===== config.mk =====
export PLATFORM = sky130hd
export DESIGN_NAME = upg_boot_ctrl
export DESIGN_NICKNAME = d
export VERILOG_FILES = /design/src/rtl/upg_boot_ctrl.sv
export SDC_FILE = /design/constraint.sdc
export NUM_CORES = 1
export LEC_CHECK = 0
export ABC_AREA = 1
export CAP_MARGIN = 20
export CORE_UTILIZATION = 45
export CTS_CLUSTER_DIAMETER = 150
export DETAILED_ROUTE_END_ITERATION = 7
export PLACE_DENSITY = 0.88
export SLEW_MARGIN = 20
export SYNTH_ARGS = -nofsm -noshare
export SYNTH_HDL_FRONTEND = slang
export SYNTH_SLANG_ARGS = --single-unit

===== constraint.sdc =====
create_clock -name fpga_clk -period 2.75 [get_ports fpga_clk]
set_clock_uncertainty 0.1 [all_clocks]
set_input_delay 0.4125 -clock fpga_clk [delete_from_list [all_inputs] [get_ports fpga_clk]]
set_output_delay 0.4125 -clock fpga_clk [all_outputs]
set_load 0.02 [all_outputs]

===== src/rtl/upg_boot_ctrl.sv =====
// UART-programming boot controller: debounced entry into programming mode, CPU/programmer
// reset generation, region-decoded write routing, word counting and out-of-range error flag.
module upg_boot_ctrl #(
   parameter int unsigned ADDR_W          = 15,
   parameter int unsigned DATA_W          = 32,
   parameter int unsigned NUM_REGIONS     = 2,
   parameter int unsigned DEBOUNCE_CYCLES = 16,
   parameter int unsigned HOLD_CYCLES     = 8,
   parameter int unsigned CNT_W           = 16,
   localparam int unsigned SEL_W          = (NUM_REGIONS > 1) ? $clog2(NUM_REGIONS) : 1
) (
   input  logic                    fpga_clk,
   input  logic                    fpga_rst,
   input  logic                    start_i,
   input  logic                    upg_wen_i,
   input  logic [ADDR_W-1:0]       upg_addr_i,
   input  logic [DATA_W-1:0]       upg_data_i,
   input  logic                    upg_done_i,
   output logic                    upg_rst_o,
   output logic                    cpu_rst_o,
   output logic [NUM_REGIONS-1:0]  mem_wen_o,
   output logic [ADDR_W-SEL_W-1:0] mem_addr_o,
   output logic [DATA_W-1:0]       mem_data_o,
   output logic [CNT_W-1:0]        word_cnt_o,
   output logic                    prog_busy_o,
   output logic                    err_o
);

   localparam int unsigned LOW_W  = ADDR_W - SEL_W;
   localparam int unsigned DEB_W  = $clog2(DEBOUNCE_CYCLES + 1);
   localparam int unsigned HOLD_W = (HOLD_CYCLES > 1) ? $clog2(HOLD_CYCLES) : 1;

   typedef enum logic [1:0] {ST_RUN, ST_PROG, ST_FLUSH} state_t;

   state_t              state_q, state_d;
   logic                start_meta, start_sync;
   logic [DEB_W-1:0]    deb_cnt, deb_d;
   logic                start_ok_c;
   logic [HOLD_W-1:0]   hold_cnt, hold_d;
   logic [SEL_W-1:0]    sel_c;
   logic                upg_rst_d, cpu_rst_d, busy_d, err_d;
   logic [NUM_REGIONS-1:0] mem_wen_d;
   logic [LOW_W-1:0]    mem_addr_d;
   logic [DATA_W-1:0]   mem_data_d;
   logic [CNT_W-1:0]    cnt_d;

   assign sel_c = upg_addr_i[ADDR_W-1 -: SEL_W];

   // Debounce: count synchronised-high cycles, pulse once on reaching the threshold, saturate.
   always_comb begin
      deb_d      = deb_cnt;
      start_ok_c = 1'b0;
      if (!start_sync) begin
         deb_d = '0;
      end else if (deb_cnt != DEB_W'(DEBOUNCE_CYCLES)) begin
         deb_d = deb_cnt + DEB_W'(1);
         if (deb_cnt == DEB_W'(DEBOUNCE_CYCLES - 1)) start_ok_c = 1'b1;
      end
   end

   // Next-state and next-output logic.
   always_comb begin
      state_d    = state_q;
      hold_d     = hold_cnt;
      upg_rst_d  = upg_rst_o;
      cpu_rst_d  = cpu_rst_o;
      busy_d     = prog_busy_o;
      err_d      = err_o;
      cnt_d      = word_cnt_o;
      mem_wen_d  = '0;
      mem_addr_d = mem_addr_o;
      mem_data_d = mem_data_o;
      case (state_q)
         ST_RUN: begin
            upg_rst_d = 1'b1;
            cpu_rst_d = 1'b0;
            busy_d    = 1'b0;
            if (start_ok_c) begin
               state_d   = ST_PROG;
               upg_rst_d = 1'b0;
               cpu_rst_d = 1'b1;
               busy_d    = 1'b1;
               cnt_d     = '0;
               err_d     = 1'b0;
            end
         end
         ST_PROG: begin
            upg_rst_d = 1'b0;
            cpu_rst_d = 1'b1;
            busy_d    = 1'b1;
            if (upg_wen_i) begin
               if (32'(sel_c) < NUM_REGIONS) begin
                  mem_wen_d  = NUM_REGIONS'(1) << sel_c;
                  mem_addr_d = upg_addr_i[LOW_W-1:0];
                  mem_data_d = upg_data_i;
                  if (word_cnt_o != {CNT_W{1'b1}}) cnt_d = word_cnt_o + CNT_W'(1);
               end else begin
                  err_d = 1'b1;
               end
            end
            if (upg_done_i) begin
               state_d = ST_FLUSH;
               hold_d  = '0;
            end
         end
         ST_FLUSH: begin
            upg_rst_d = 1'b0;
            cpu_rst_d = 1'b1;
            busy_d    = 1'b1;
            if (hold_cnt == HOLD_W'(HOLD_CYCLES - 1)) begin
               state_d   = ST_RUN;
               hold_d    = '0;
               upg_rst_d = 1'b1;
               cpu_rst_d = 1'b0;
               busy_d    = 1'b0;
            end else begin
               hold_d = hold_cnt + HOLD_W'(1);
            end
         end
         default: state_d = ST_RUN;
      endcase
   end

   // State and registered outputs; reset aborts any session and keeps the CPU held.
   always_ff @(posedge fpga_clk) begin
      if (fpga_rst) begin
         state_q     <= ST_RUN;
         start_meta  <= 1'b0;
         start_sync  <= 1'b0;
         deb_cnt     <= '0;
         hold_cnt    <= '0;
         upg_rst_o   <= 1'b1;
         cpu_rst_o   <= 1'b1;
         mem_wen_o   <= '0;
         mem_addr_o  <= '0;
         mem_data_o  <= '0;
         word_cnt_o  <= '0;
         prog_busy_o <= 1'b0;
         err_o       <= 1'b0;
      end else begin
         state_q     <= state_d;
         start_meta  <= start_i;
         start_sync  <= start_meta;
         deb_cnt     <= deb_d;
         hold_cnt    <= hold_d;
         upg_rst_o   <= upg_rst_d;
         cpu_rst_o   <= cpu_rst_d;
         mem_wen_o   <= mem_wen_d;
         mem_addr_o  <= mem_addr_d;
         mem_data_o  <= mem_data_d;
         word_cnt_o  <= cnt_d;
         prog_busy_o <= busy_d;
         err_o       <= err_d;
      end
   end

endmodule

==> impl_metrics.yaml <==
finish:
  area_growth_pct: 41.5
  design_area_sq_mm: 0.00486
  nets: 660
  multiInputGateArea_sq_mm: 0.00159
  final_cell_mix: "127 x nor2_1, 118 x clkdlybuf4s50_1, 79 x dfxtp_1"
  layout_commonest_cell: "nor2_1"
  diodes: 0
  drive_gt1_share_pct: 5.48
  fillCellCount: 620
  regArea_sq_mm: 0.00158
grt:
  grt-ovfl-total: 0
  antenna_found_initial: 0
  grt_pass1_vias: 3102
  grt_start_max_net_pins: 49
  grt_pass1_wl_microns: 13400
  grt_usage_pct: 21.6
critical_path:
  start_kind: "register"
  cp.required_ps: 2930
  cp_max_fo: 16
  timing.rr.start: "state_q[1]$_SDFFE_PP0P_"
  cp-end-kind: "register"
  crit_path_start: "state_q[1]$_SDFFE_PP0P_"
  critical_path_class: "register to register"
  critPathArrivalTime_ps: 2370
placed_design:
  io_buffers: 118
  place_area_sq_mm: 0.00468
  routabilityCongestion: 0.901
  detailed_place_hpwl_microns: 6380
  post-place-ws_ps: 597
clocking:
  clkLatencyLatePin_ps: 340
  clock-sinks: 79
  cts_tree: "built"
  post-cts-setup-buffers: 0
  path_clk_slew_ps: 90
  h-tree-depth: 3
  root_buffer: "clkbuf_8"
  clk_path_buf_depth: 2
  cts_buffers: 9
  cts_resized: 0
  cts_hold_buf: 0
power:
  total_power_mw: 3.96
  power_switching_mw: 1.58
  p_int_mw: 2.38
  sw_frac_of_total_pct: 39.8
  clkPwrFrac_pct: 19.8
  p_per_area_mw_per_mm2: 814
  ir_worst_vdd_v: 0.000622
  leakage_nw: 1.93
  power_frac_comb_pct: 42.1
  p_seq_share_pct: 38.1
run_status:
  outcome: "complete, no violations"
hold_path:
  hp-start: "start_meta$_SDFF_PP0_"
  min_path_type: "register to register"
timing:
  rsz0062_at_grt: "no"
  max_slew_margin_pct: 50.1
  tightestPinTransition_ps: 747
  fin_ws_ps: 555
  period_share_pct: 79.8
  slew_viol_final: 0
  setup_viol: 0
  hold_viol_final: 0
  setup_tns_ps: 0
  finalCriticalPeriod_ps: 2200
  holdWs_ps: 320
  clock.fmax_mhz: 455
floorplanning:
  start_util_pct: 46.9
  die-area_sq_mm: 0.00799
  core-area_sq_mm: 0.00733
  fp-row-count: 31
  ioPinCount: 120
  die-width_microns: 89.4
  die_h_microns: 89.4
run:
  maxCapViolCount: 0
synth:
  netlist.area_leader.share_pct: 46.0
  ys_ff_latch: 79
  seq_area_frac_synth_pct: 46.0
  yosys.area.top_type: "dfxtp_1"
  netlist_area_sq_mm: 0.00344
  synthTopCellsByArea: "dfxtp_1 46%, nor2_1 14%, nand2_1 8.4%, o21ai_0 7.7%, inv_1 4.7%"
  syn-num-nets: 546
  synth_cell_types: 27
  avgSynthCellArea_sq_um: 7.11
  ys_warn_count: 0
  netlist_instances: 483
route:
  ant_nets: 0
  via_per_inst: 4.97
  wl_per_cell_microns: 12.6
  drc: 0
  finalWirelength_microns: 8810
  first_pass_iters: 4
  dr_total_vias: 3483
  drt-initial-drc-count: 159
cell type report:
type	count	share of cell area, %
well taps	99	2.55
multi-input cells	337	32.6
inverters	48	3.71
clock buffers	9	2.55
clock inverters	7	1.13
repair buffers	122	24.9
flip-flops and latches	79	32.5
logic make-up (layout without fill, tap and decap cells):
kind of cell	after synthesis	count (layout)	share of synthesized area, %
compound gates	78	78	11.7
xor+xnor	2	2	0.510
fa+ha+maj	11	11	4.01
buf+inv	67	186	7.79
flops	79	79	46.0
other cells	1	1	0.109
simple gates	245	245	29.8
Yosys cell counts:
cell type,n
a21oi_2,2
nand2_4,1
inv_2,5
dfxtp_1,79
nand4_1,3
buf_4,1
o21ai_0,53
nor3_1,3
nor3b_1,3
clkbuf_2,1
nor2_1,127
inv_1,43
nand3_1,26
ha_1,11
nand4_4,1
buf_1,4
xor2_1,2
nor2_4,3
buf_8,1
conb_1,1
clkbuf_1,12
o21ai_1,5
a211o_1,1
or2_2,1
nand2_1,77
a21oi_1,16
a31oi_1,1
power groups by stage:
stage / registers, mW / clock network [mW] / logic, mW
after global routing: 1.53 / 0.862 / 1.85
after global placement: 1.52 / 0 / 1.62
after detailed placement: 1.53 / 0 / 1.66
after floorplan: 1.74 / 0 / 0.832
after CTS: 1.50 / 0.807 / 1.66
final: 1.51 / 0.785 / 1.67
stage by stage:
step                std cells  util, %
floorplan                 483        -
global placement          685     63.9
detailed placement        685     63.9
CTS                       701     66.3
global route              701     66.3
finish                    701     66.3
per-layer routing:
layer	routed length, microns	GRT usage (%)	vias to the layer above	share of wire (%)
met5	0	0	-	0
met4	51	5.77	0	0.58
met3	677	5.45	6	7.7
met2	4320	39.3	132	49
met1	3760	25.1	1598	43
li1	-	-	1747	-
flip-flops by register name, indices dropped and copies added (netlist names):
name / cells
word_cnt_o: 16
mem_data_o: 32
deb_cnt: 5
prog_busy_o: 1
hold_cnt: 3
mem_addr_o: 14
cpu_rst_o: 1
state_q: 2
start_meta: 1
start_sync: 1
upg_rst_o: 1
mem_wen_o: 2
path summary, 6_finish.rpt:
path,to,slack [ps],cells after the start
worst min register to register,start_sync$_SDFF_PP0_,320,2
worst max register to register,word_cnt_o[7]$_SDFFE_PP0P_,550,10
worst max-delay path,word_cnt_o[7]$_SDFFE_PP0P_,550,10
worst min-delay path,start_sync$_SDFF_PP0_,320,2
critical path: stages (launching register included):
cell and delay [ps]:
dfxtp_1 330, inv_1 120, ha_1 490, nand3_1 140, nor2_1 180, nand4_4 190, nand2_4 230, inv_2 120
nand2_1 80, nand2_1 50, nor2_1 90
Note: power is estimated with default switching activity, not from simulation.
